--- src/rtl/router_pkg.sv ---
// Shared router definitions: header field positions, sizing constants and the
// packet-sink state encoding.
package router_pkg;

   localparam int unsigned LEN_MSB   = 7;
   localparam int unsigned LEN_LSB   = 2;
   localparam int unsigned ADDR_MSB  = 1;
   localparam int unsigned ADDR_LSB  = 0;
   localparam int unsigned MAX_LEN   = 63;
   localparam int unsigned LEN_W     = LEN_MSB - LEN_LSB + 1;
   // Payload bytes plus the trailing parity byte.
   localparam int unsigned LEFT_W    = $clog2(MAX_LEN + 2);
   localparam int unsigned PKT_CNT_W = 16;
   localparam int unsigned ERR_CNT_W = 8;

   typedef enum logic [1:0] {
      IDLE     = 2'd0,
      HDR_WAIT = 2'd1,
      BODY     = 2'd2,
      DONE     = 2'd3
   } state_e;

endpackage

--- src/rtl/router_pkt_chk.sv ---
// Running XOR over header and payload, plus the good-packet (wrapping) and
// bad-packet (saturating) counters.
module router_pkt_chk
   import router_pkg::*;
(
   input  logic                 clk,
   input  logic                 resetn,
   input  logic                 hdr_i,
   input  logic                 byte_i,
   input  logic [7:0]           data_i,
   input  logic                 good_i,
   input  logic                 bad_i,
   output logic [7:0]           acc_o,
   output logic [PKT_CNT_W-1:0] pkt_count_o,
   output logic [ERR_CNT_W-1:0] err_count_o
);

   logic [7:0]           acc_q;
   logic [PKT_CNT_W-1:0] pkt_q;
   logic [ERR_CNT_W-1:0] err_q;

   always_ff @(posedge clk) begin
      if (!resetn) begin
         acc_q <= '0;
         pkt_q <= '0;
         err_q <= '0;
      end else begin
         // The header seeds the accumulator, so a new packet never needs a separate clear.
         if (hdr_i)       acc_q <= data_i;
         else if (byte_i) acc_q <= acc_q ^ data_i;
         if (good_i)      pkt_q <= pkt_q + PKT_CNT_W'(1);
         if (bad_i && (err_q != '1)) err_q <= err_q + ERR_CNT_W'(1);
      end
   end

   assign acc_o       = acc_q;
   assign pkt_count_o = pkt_q;
   assign err_count_o = err_q;

endmodule

--- src/rtl/router_pkt_sink.sv ---
// Destination-side reader for one router output port: drains the FIFO,
// reassembles packets, streams payload and flags parity/address/abort errors.
module router_pkt_sink
   import router_pkg::*;
#(
   parameter logic [1:0]  PORT_ID = 2'd0,
   parameter int unsigned TIMEOUT = 32
) (
   input  logic                 clk,
   input  logic                 resetn,
   input  logic                 valid_out,
   input  logic                 soft_reset,
   input  logic [7:0]           data_in,
   input  logic                 sink_ready,
   output logic                 read_enb,
   output logic [7:0]           byte_out,
   output logic                 byte_valid,
   output logic                 pkt_done,
   output logic [LEN_W-1:0]     pkt_len,
   output logic                 parity_err,
   output logic                 addr_err,
   output logic                 abort_err,
   output logic [PKT_CNT_W-1:0] pkt_count,
   output logic [ERR_CNT_W-1:0] err_count
);

   localparam int unsigned WD_W = $clog2(TIMEOUT + 1);

   state_e            state_q, state_d;
   logic              rd_vld_q;
   logic [LEFT_W-1:0] issue_left_q, issue_left_d;
   logic [LEFT_W-1:0] rx_left_q, rx_left_d;
   logic [WD_W-1:0]   wd_q, wd_d;
   logic [7:0]        byte_out_q, byte_out_d;
   logic              byte_valid_q, byte_valid_d;
   logic              pkt_done_q, pkt_done_d;
   logic [LEN_W-1:0]  pkt_len_q, pkt_len_d;
   logic              parity_err_q, parity_err_d;
   logic              addr_err_q, addr_err_d;
   logic              abort_err_q, abort_err_d;
   logic              rd_en_c, hdr_c, byte_c, good_c, bad_c;
   logic [7:0]        chk_acc;

   always_comb begin
      state_d      = state_q;
      issue_left_d = issue_left_q;
      rx_left_d    = rx_left_q;
      wd_d         = '0;
      byte_out_d   = byte_out_q;
      byte_valid_d = 1'b0;
      pkt_done_d   = 1'b0;
      pkt_len_d    = pkt_len_q;
      parity_err_d = parity_err_q;
      addr_err_d   = addr_err_q;
      abort_err_d  = abort_err_q;
      rd_en_c      = 1'b0;
      hdr_c        = 1'b0;
      byte_c       = 1'b0;
      good_c       = 1'b0;
      bad_c        = 1'b0;

      case (state_q)
         IDLE: begin
            rd_en_c = valid_out & sink_ready;
            if (rd_en_c) state_d = HDR_WAIT;
         end
         HDR_WAIT: begin
            if (rd_vld_q) begin
               hdr_c        = 1'b1;
               pkt_len_d    = data_in[LEN_MSB:LEN_LSB];
               issue_left_d = LEFT_W'(data_in[LEN_MSB:LEN_LSB]) + LEFT_W'(1);
               rx_left_d    = LEFT_W'(data_in[LEN_MSB:LEN_LSB]) + LEFT_W'(1);
               parity_err_d = 1'b0;
               abort_err_d  = 1'b0;
               addr_err_d   = (data_in[ADDR_MSB:ADDR_LSB] != PORT_ID);
               state_d      = BODY;
            end
         end
         BODY: begin
            rd_en_c = valid_out & sink_ready & (issue_left_q != '0);
            if (rd_en_c) issue_left_d = issue_left_q - LEFT_W'(1);
            if (rd_vld_q) begin
               rx_left_d = rx_left_q - LEFT_W'(1);
               if (rx_left_q > LEFT_W'(1)) begin
                  byte_c       = 1'b1;
                  byte_out_d   = data_in;
                  byte_valid_d = 1'b1;
               end else begin
                  parity_err_d = (data_in != chk_acc);
                  pkt_done_d   = 1'b1;
                  state_d      = DONE;
               end
            end
         end
         DONE: begin
            good_c  = ~(parity_err_q | addr_err_q | abort_err_q);
            bad_c   = parity_err_q | addr_err_q | abort_err_q;
            state_d = IDLE;
         end
         default: state_d = IDLE;
      endcase

      // Watchdog: a byte arriving in the expiry cycle still wins.
      if (((state_q == HDR_WAIT) || (state_q == BODY)) && !rd_vld_q) begin
         wd_d = wd_q + WD_W'(1);
         if (wd_q == WD_W'(TIMEOUT - 1)) begin
            wd_d        = '0;
            abort_err_d = 1'b1;
            bad_c       = 1'b1;
            pkt_done_d  = 1'b1;
            state_d     = IDLE;
         end
      end

      // Flush overrides everything; any byte in flight is dropped unseen.
      if (soft_reset) begin
         rd_en_c = 1'b0;
         if (state_q != IDLE) begin
            state_d      = IDLE;
            issue_left_d = issue_left_q;
            rx_left_d    = rx_left_q;
            wd_d         = '0;
            byte_out_d   = byte_out_q;
            byte_valid_d = 1'b0;
            pkt_done_d   = 1'b0;
            pkt_len_d    = pkt_len_q;
            parity_err_d = parity_err_q;
            addr_err_d   = addr_err_q;
            abort_err_d  = 1'b1;
            hdr_c        = 1'b0;
            byte_c       = 1'b0;
            good_c       = 1'b0;
            bad_c        = 1'b1;
         end
      end
   end

   always_ff @(posedge clk) begin
      if (!resetn) begin
         state_q      <= IDLE;
         rd_vld_q     <= 1'b0;
         issue_left_q <= '0;
         rx_left_q    <= '0;
         wd_q         <= '0;
         byte_out_q   <= '0;
         byte_valid_q <= 1'b0;
         pkt_done_q   <= 1'b0;
         pkt_len_q    <= '0;
         parity_err_q <= 1'b0;
         addr_err_q   <= 1'b0;
         abort_err_q  <= 1'b0;
      end else begin
         state_q      <= state_d;
         rd_vld_q     <= rd_en_c & valid_out;
         issue_left_q <= issue_left_d;
         rx_left_q    <= rx_left_d;
         wd_q         <= wd_d;
         byte_out_q   <= byte_out_d;
         byte_valid_q <= byte_valid_d;
         pkt_done_q   <= pkt_done_d;
         pkt_len_q    <= pkt_len_d;
         parity_err_q <= parity_err_d;
         addr_err_q   <= addr_err_d;
         abort_err_q  <= abort_err_d;
      end
   end

   router_pkt_chk u_chk (
      .clk         (clk),
      .resetn      (resetn),
      .hdr_i       (hdr_c),
      .byte_i      (byte_c),
      .data_i      (data_in),
      .good_i      (good_c),
      .bad_i       (bad_c),
      .acc_o       (chk_acc),
      .pkt_count_o (pkt_count),
      .err_count_o (err_count)
   );

   // Combinational so that back-pressure stops reads in the same cycle.
   assign read_enb   = rd_en_c;
   assign byte_out   = byte_out_q;
   assign byte_valid = byte_valid_q;
   assign pkt_done   = pkt_done_q;
   assign pkt_len    = pkt_len_q;
   assign parity_err = parity_err_q;
   assign addr_err   = addr_err_q;
   assign abort_err  = abort_err_q;

endmodule

--- config.mk ---
export PLATFORM = sky130hd
export DESIGN_NAME = router_pkt_sink
export DESIGN_NICKNAME = d
export VERILOG_FILES = /design/src/rtl/router_pkg.sv /design/src/rtl/router_pkt_chk.sv /design/src/rtl/router_pkt_sink.sv
export SDC_FILE = /design/constraint.sdc
export NUM_CORES = 1
export LEC_CHECK = 0
export ABC_AREA = 1
export CAP_MARGIN = 5
export CORE_MARGIN = 2
export CORE_UTILIZATION = 47
export DETAILED_ROUTE_END_ITERATION = 6
export PLACE_DENSITY = 0.78
export SLEW_MARGIN = 40
export SYNTH_ARGS = -nofsm -noshare
export SYNTH_HDL_FRONTEND = slang
export SYNTH_SLANG_ARGS = --single-unit
--- constraint.sdc ---
create_clock -name clk -period 1.98 [get_ports clk]
set_clock_uncertainty 0.05 [all_clocks]
set_input_delay 0.396 -clock clk [delete_from_list [all_inputs] [get_ports clk]]
set_output_delay 0.396 -clock clk [all_outputs]
set_load 0.05 [all_outputs]
==> results.toml, run 1 <==
[run_status]
run_status = "completed"

[logic_synthesis]
syn_area_per_cell_um2 = 6.56
ys_ff_latch = 74
syn-num-nets = 660
synthCells = 634
yosysSeqAreaShare_pct = 35.6
yosysWarnings = 0
netlist_area_um2 = 4160
synth.distinct_cells = 37

[power_and_ir_drop]
pwr_density_cell_nw_per_um2 = 669
power_frac_seq_pct = 45.5
power.switching_mw = 1.11
p_leak_nw = 2.39
intPower_mw = 2.40
p_comb_share_pct = 21.1
power_mw = 3.51
vdd_drop_max_uv = 446
clockPowerShare_pct = 33.5
switching_share_pct = 31.7

[critical_path]
cp.required_ns = 1.53
slowest_delay_ns = 0.35
timing.critical_path.mode_cell = "nand2_2"
crit_arrival_ns = 1.51
reg2reg_depth = 9
start_kind = "register"
critPathSlowestCell = "dfxtp_2"
path_max_fanout = 5
end_kind = "output port"
critical_path_class = "reg2out"
path_cells = "inv_1 > ha_4 > nand2_4 > nand2_2 > nand2_2 > inv_2 > buf_12"

[die]
rows = 34
start_util_pct = 48.2
pin_count = 57
die_area_um2 = 9620
die_w_um = 98.1
core_area_um2 = 8640
die_y_um = 98.1

[clock_tree]
clock-root-buffer = "clkbuf_8"
holdBufCountCts = 0
clkTransAtPathRegs_ns = 0.08
cts_max_level = 3
cts_made_buffers = 9
clock_sink_count = 74
clock_latency_ns = 0.36
cts_tree = "done"
cts_buffer_depth = 2

[min_path]
worstHoldPathType = "reg2reg"
worstHoldPathCells = 1

[route]
ant_nets = 0
dr.pass1.iters = 5
dr_total_vias = 4303
vias_per_cell = 5.20
wire_per_inst_um = 12.9
drt_iter0_drc = 214
drc = 0
wl_um = 10700

[sta]
rsz0062_at_grt = "true"
max_freq_ghz = 0.512
hold_viol = 0
fin_crit_sh_pct = 98.7
slew_headroom_pct = 65.6
setup_tns_ns = 0
timing.hold.ws_ns = 0.405
final-max-slew-violation-count = 0
layout_min_cycle_time_ns = 1.95
finalWorstSetupSlack_ns = 0.0261
setup_violations = 0
max_slew.worst_pin.slew_ns = 0.516

[placement]
gp_congestion = 0.801
post-place-ws_ns = -0.0163
port_buffers = 56
dpl.hpwl_um = 7510

[global_routing]
grt-ovfl-total = 0
first_global_vias = 4041
grt_first_pass_wirelength_um = 18000
grt_max_degree = 49
antenna_found_initial = 0
grt.total_usage_pct = 22.4

[layout]
area_growth_pct = 26.1
nNetsFinal = 740
insertedDiodeCount = 0
drive_above_1_share_pct = 15.0

[job]
cap_violations = 0
-- critical path, delay by kind of cell, from the launching register on --
| kind | cells | cell delay, ns |
|---|---|---|
| buffers and inverters | 3 | 0.36 |
| flip-flops | 1 | 0.35 |
| adder cells (fa/ha/maj) | 1 | 0.24 |
| AND/OR/NAND/NOR | 3 | 0.20 |
-- timing repair --
item / CTS / global route
buffers inserted: 1 / 10
resized for setup: 9 / 29
endpoints found under the setup margin: 4 / 21
pin swaps: 1 / 4
gates cloned: 0 / 0
hold endpoints to repair: 0 / 0
-- Yosys cell counts, drive strengths merged --
cell    number  area (um2)
nand3       51         273
o21bai       1        7.51
clkbuf       6        22.5
nand4       10        62.6
nor3b        1        7.51
nor2        71         333
o21ai       36         184
a21oi       63         319
inv         79         297
xnor2        4        35.0
nand3b       1        7.51
a22oi        1        12.5
dfxtp       74        1480
a31oi        3        18.8
o22ai        2        12.5
nor3         1        5.00
ha          13         163
nand2      195         752
clkinv       1        3.75
o311ai       1        8.76
buf         12        82.6
xor2         7        61.3
o2111a       1        11.3
-- cell families (layout without fill, tap and decap cells) --
kind of cell / after synthesis / after routing / synth area share (%)
simple gates: 330 / 330 / 34.6
xor+xnor: 11 / 11 / 2.32
flops: 74 / 74 / 35.6
compound gates: 108 / 108 / 13.8
buf+inv: 98 / 183 / 9.74
fa+ha+maj: 13 / 13 / 3.91
-- final timing paths --
kind / start / to / slack (ns)
max: state_q[1] / read_enb / 0.03
min: wd_q[0] / wd_q[0] / 0.41
max reg2reg: state_q[1] / u_chk.acc_o[0] / 0.14
min reg2reg: wd_q[0] / wd_q[0] / 0.41
-- through the flow --
step / cell area [um2] / std cells / util [%]
global placement: 4890 / 800 / 56.6
global route: 5250 / 827 / 60.8
floorplan: 4160 / 634 / -
CTS: 5100 / 817 / 59.1
detailed placement: 4890 / 800 / 56.6
finish: 5250 / 827 / 60.8
-- sequential cells by signal (all words and copies together), names as in the netlist --
name,flops
state_q,2
u_chk.err_count_o,8
byte_out,8
byte_valid,1
u_chk.pkt_count_o,16
wd_q,6
abort_err,1
parity_err,1
u_chk.acc_o,8
pkt_len,6
rx_left_q,7
rd_vld_q,1
issue_left_q,7
addr_err,1
pkt_done,1
-- final cells by class --
class                   instances  area (um2)
inverters                      80         303
well taps                     108         135
clock inverters                 7        70.1
repair buffers                 87         808
flip-flops and latches         74        1490
fillers                       761        3390
clock buffers                   9         124
multi-input cells             462        2320
-- power groups by stage --
stage | sequential (mW) | combinational [mW] | clock [mW]
finish | 1.60 | 0.740 | 1.17
global placement | 1.62 | 0.626 | 0
floorplan | 1.65 | 0.438 | 0
global route | 1.60 | 0.825 | 1.25
detailed placement | 1.62 | 0.648 | 0
CTS | 1.59 | 0.672 | 1.19
-- cells in the final DEF (no fill, tap or decap), types with 4 or more instances in the layout --
| master | count |
|---|---|
| ha_1 | 11 |
| dlymetal6s2s_1 | 11 |
| xnor2_1 | 4 |
| nand2_2 | 5 |
| nand4_1 | 10 |
| o21ai_0 | 25 |
| nand3_1 | 49 |
| buf_4 | 51 |
| o21ai_1 | 10 |
| a21oi_1 | 62 |
| buf_12 | 4 |
| clkdlybuf4s50_1 | 17 |
| dfxtp_1 | 70 |
| clkinvlp_4 | 4 |
| nand2_1 | 187 |
| clkbuf_8 | 9 |
| nor2_1 | 63 |
| inv_2 | 8 |
| xor2_1 | 7 |
| inv_1 | 70 |
-- routing by layer --
layer | track usage (%) | vias up | share of wire, %
met5 | 0 | - | 0
met3 | 4.58 | 21 | 6.4
met1 | 28.8 | 1940 | 44
met4 | 9.72 | 0 | 1.9
met2 | 36.6 | 150 | 48
li1 | - | 2192 | -
(Power assumes the default switching activity.)
==> run 2: changes to the inputs <==
--- a/config.mk
+++ b/config.mk
@@ -10,6 +10,7 @@
 export CORE_MARGIN = 2
 export CORE_UTILIZATION = 47
 export DETAILED_ROUTE_END_ITERATION = 6
+export MAX_ROUTING_LAYER = met4
 export PLACE_DENSITY = 0.78
 export SLEW_MARGIN = 40
 export SYNTH_ARGS = -nofsm -noshare
==> results.toml, run 2 (same netlist as run 1, synthesis figures left out) <==
[layout]
multiInputGateArea_um2 = 2320
final_common_cell = "nand2_1"
insertedDiodeCount = 0
largest_register_ffs = 16
final_cell_mix = "nand2_1, inv_1, dfxtp_1, nor2_1, a21oi_1"
drive_above_1_share_pct = 15.0
nNetsFinal = 740
seqCellArea_um2 = 1490
n_fill_cell = 761
area_growth_pct = 26.1
final_cells = 827

[route]
dr.pass1.iters = 6
dr_total_vias = 4325
drc = 0
drt_iter0_drc = 203
wl_um = 10700
ant_nets = 0
wire_per_inst_um = 13.0
vias_per_cell = 5.23

[sta]
setup_violations = 0
hold_viol = 0
fin_crit_sh_pct = 98.4
final-max-slew-violation-count = 0
slew_headroom_pct = 65.8
rsz0062_at_grt = "true"
layout_min_cycle_time_ns = 1.95
max_freq_ghz = 0.513
max_slew.worst_pin.slew_ns = 0.513
timing.hold.ws_ns = 0.405

[placement]
dpl.hpwl_um = 7510
dp.cells = 800
gp_congestion = 0.813
port_buffers = 56

[global_routing]
grt-ovfl-total = 0
first_global_vias = 4034
grt.total_usage_pct = 23.1
antenna_found_initial = 0
grt_max_degree = 49
grt_first_pass_wirelength_um = 18000

[power_and_ir_drop]
p_leak_nw = 2.39
pwr_density_cell_nw_per_um2 = 670
vdd_drop_max_uv = 446

[clock_tree]
cts_buffer_depth = 2
cts_made_buffers = 9
clock_sink_count = 74
clkTransAtPathRegs_ns = 0.08
cts_max_level = 3
clock-root-buffer = "clkbuf_8"
cts_tree = "done"
clock_latency_ns = 0.36

[job]
cap_violations = 0

[critical_path]
start_kind = "register"
end_kind = "output port"
path_max_fanout = 5
crit_arrival_ns = 1.50
critical_path_class = "reg2out"
cp.required_ns = 1.53

[die]
core_area_um2 = 8640
pin_count = 57
die_w_um = 98.1
start_util_pct = 48.2
die_area_um2 = 9620
die_y_um = 98.1
rows = 34

[min_path]
worstHoldPathType = "reg2reg"

[run_status]
run_status = "completed"
==> run 2: cell counts in the layout (fill, tap and decap cells not counted) <==
Identical to the previous run, type by type.
==> run 2: timing repair <==
item / 4_1_cts / 5_1_grt
hold buffers: 0 / 0
resized for setup: 9 / 29
pin swaps: 1 / 4
endpoints found under the setup margin: 4 / 21
buffers inserted: 1 / 10
==> run 2: final timing paths <==
check	to	from	slack (ns)	depth (start not counted)
setup / recovery	read_enb	state_q[1]	0.03	7
hold / removal	wd_q[0]	wd_q[0]	0.41	1
setup reg to reg	u_chk.acc_o[0]	state_q[1]	0.16	9
hold reg to reg	wd_q[0]	wd_q[0]	0.41	1
==> run 2: critical path, stage by stage (launching register included) <==
cell and delay (ns):
dfxtp_2 0.35, inv_1 0.16, ha_4 0.24, nand2_4 0.07
nand2_2 0.07, nand2_2 0.05, inv_2 0.07, buf_12 0.13
==> run 2: metrics by stage <==
step | power [mW] | instance area [um2] | setup TNS (ns) | setup WS, ns | utilization, %
2_1_floorplan | 2.08 | 4160 | 0 | 0.179 | -
3_3_place_gp | 2.25 | 4890 | 0 | 0.0508 | 56.6
3_5_place_dp | 2.27 | 4890 | -0.0165 | -0.0163 | 56.6
4_1_cts | 3.45 | 5100 | -0.0361 | -0.0361 | 59.1
5_1_grt | 3.68 | 5250 | -0.0212 | -0.0212 | 60.8
6_report | 3.51 | 5250 | 0 | 0.0313 | 60.8
==> run 2: metal layers <==
layer,up-vias,GRT usage [%],part of all wire (%)
met4,0,9.72,2.0
li1,2186,-,-
met5,-,-,0
met2,158,36.6,48
met3,19,4.29,6.8
met1,1962,28.9,43
==> run 2: where the power goes <==
group	total, mW	leakage [nW]	internal, mW	switching, mW
Combinational	0.742	1.71	0.277	0.465
Sequential	1.60	0.600	1.55	0.0506
Clock	1.17	0.0873	0.576	0.598
Total	3.51	2.39	2.40	1.11
==> run 2: cell type report <==
| type | instances | area share [%] |
|---|---|---|
| Inverter | 80 | 5.77 |
| Clock inverter | 7 | 1.34 |
| Clock buffer | 9 | 2.36 |
| Sequential cell | 74 | 28.4 |
| Tap cell | 108 | 2.58 |
| Timing Repair Buffer | 87 | 15.4 |
| Multi-Input combinational cell | 462 | 44.2 |
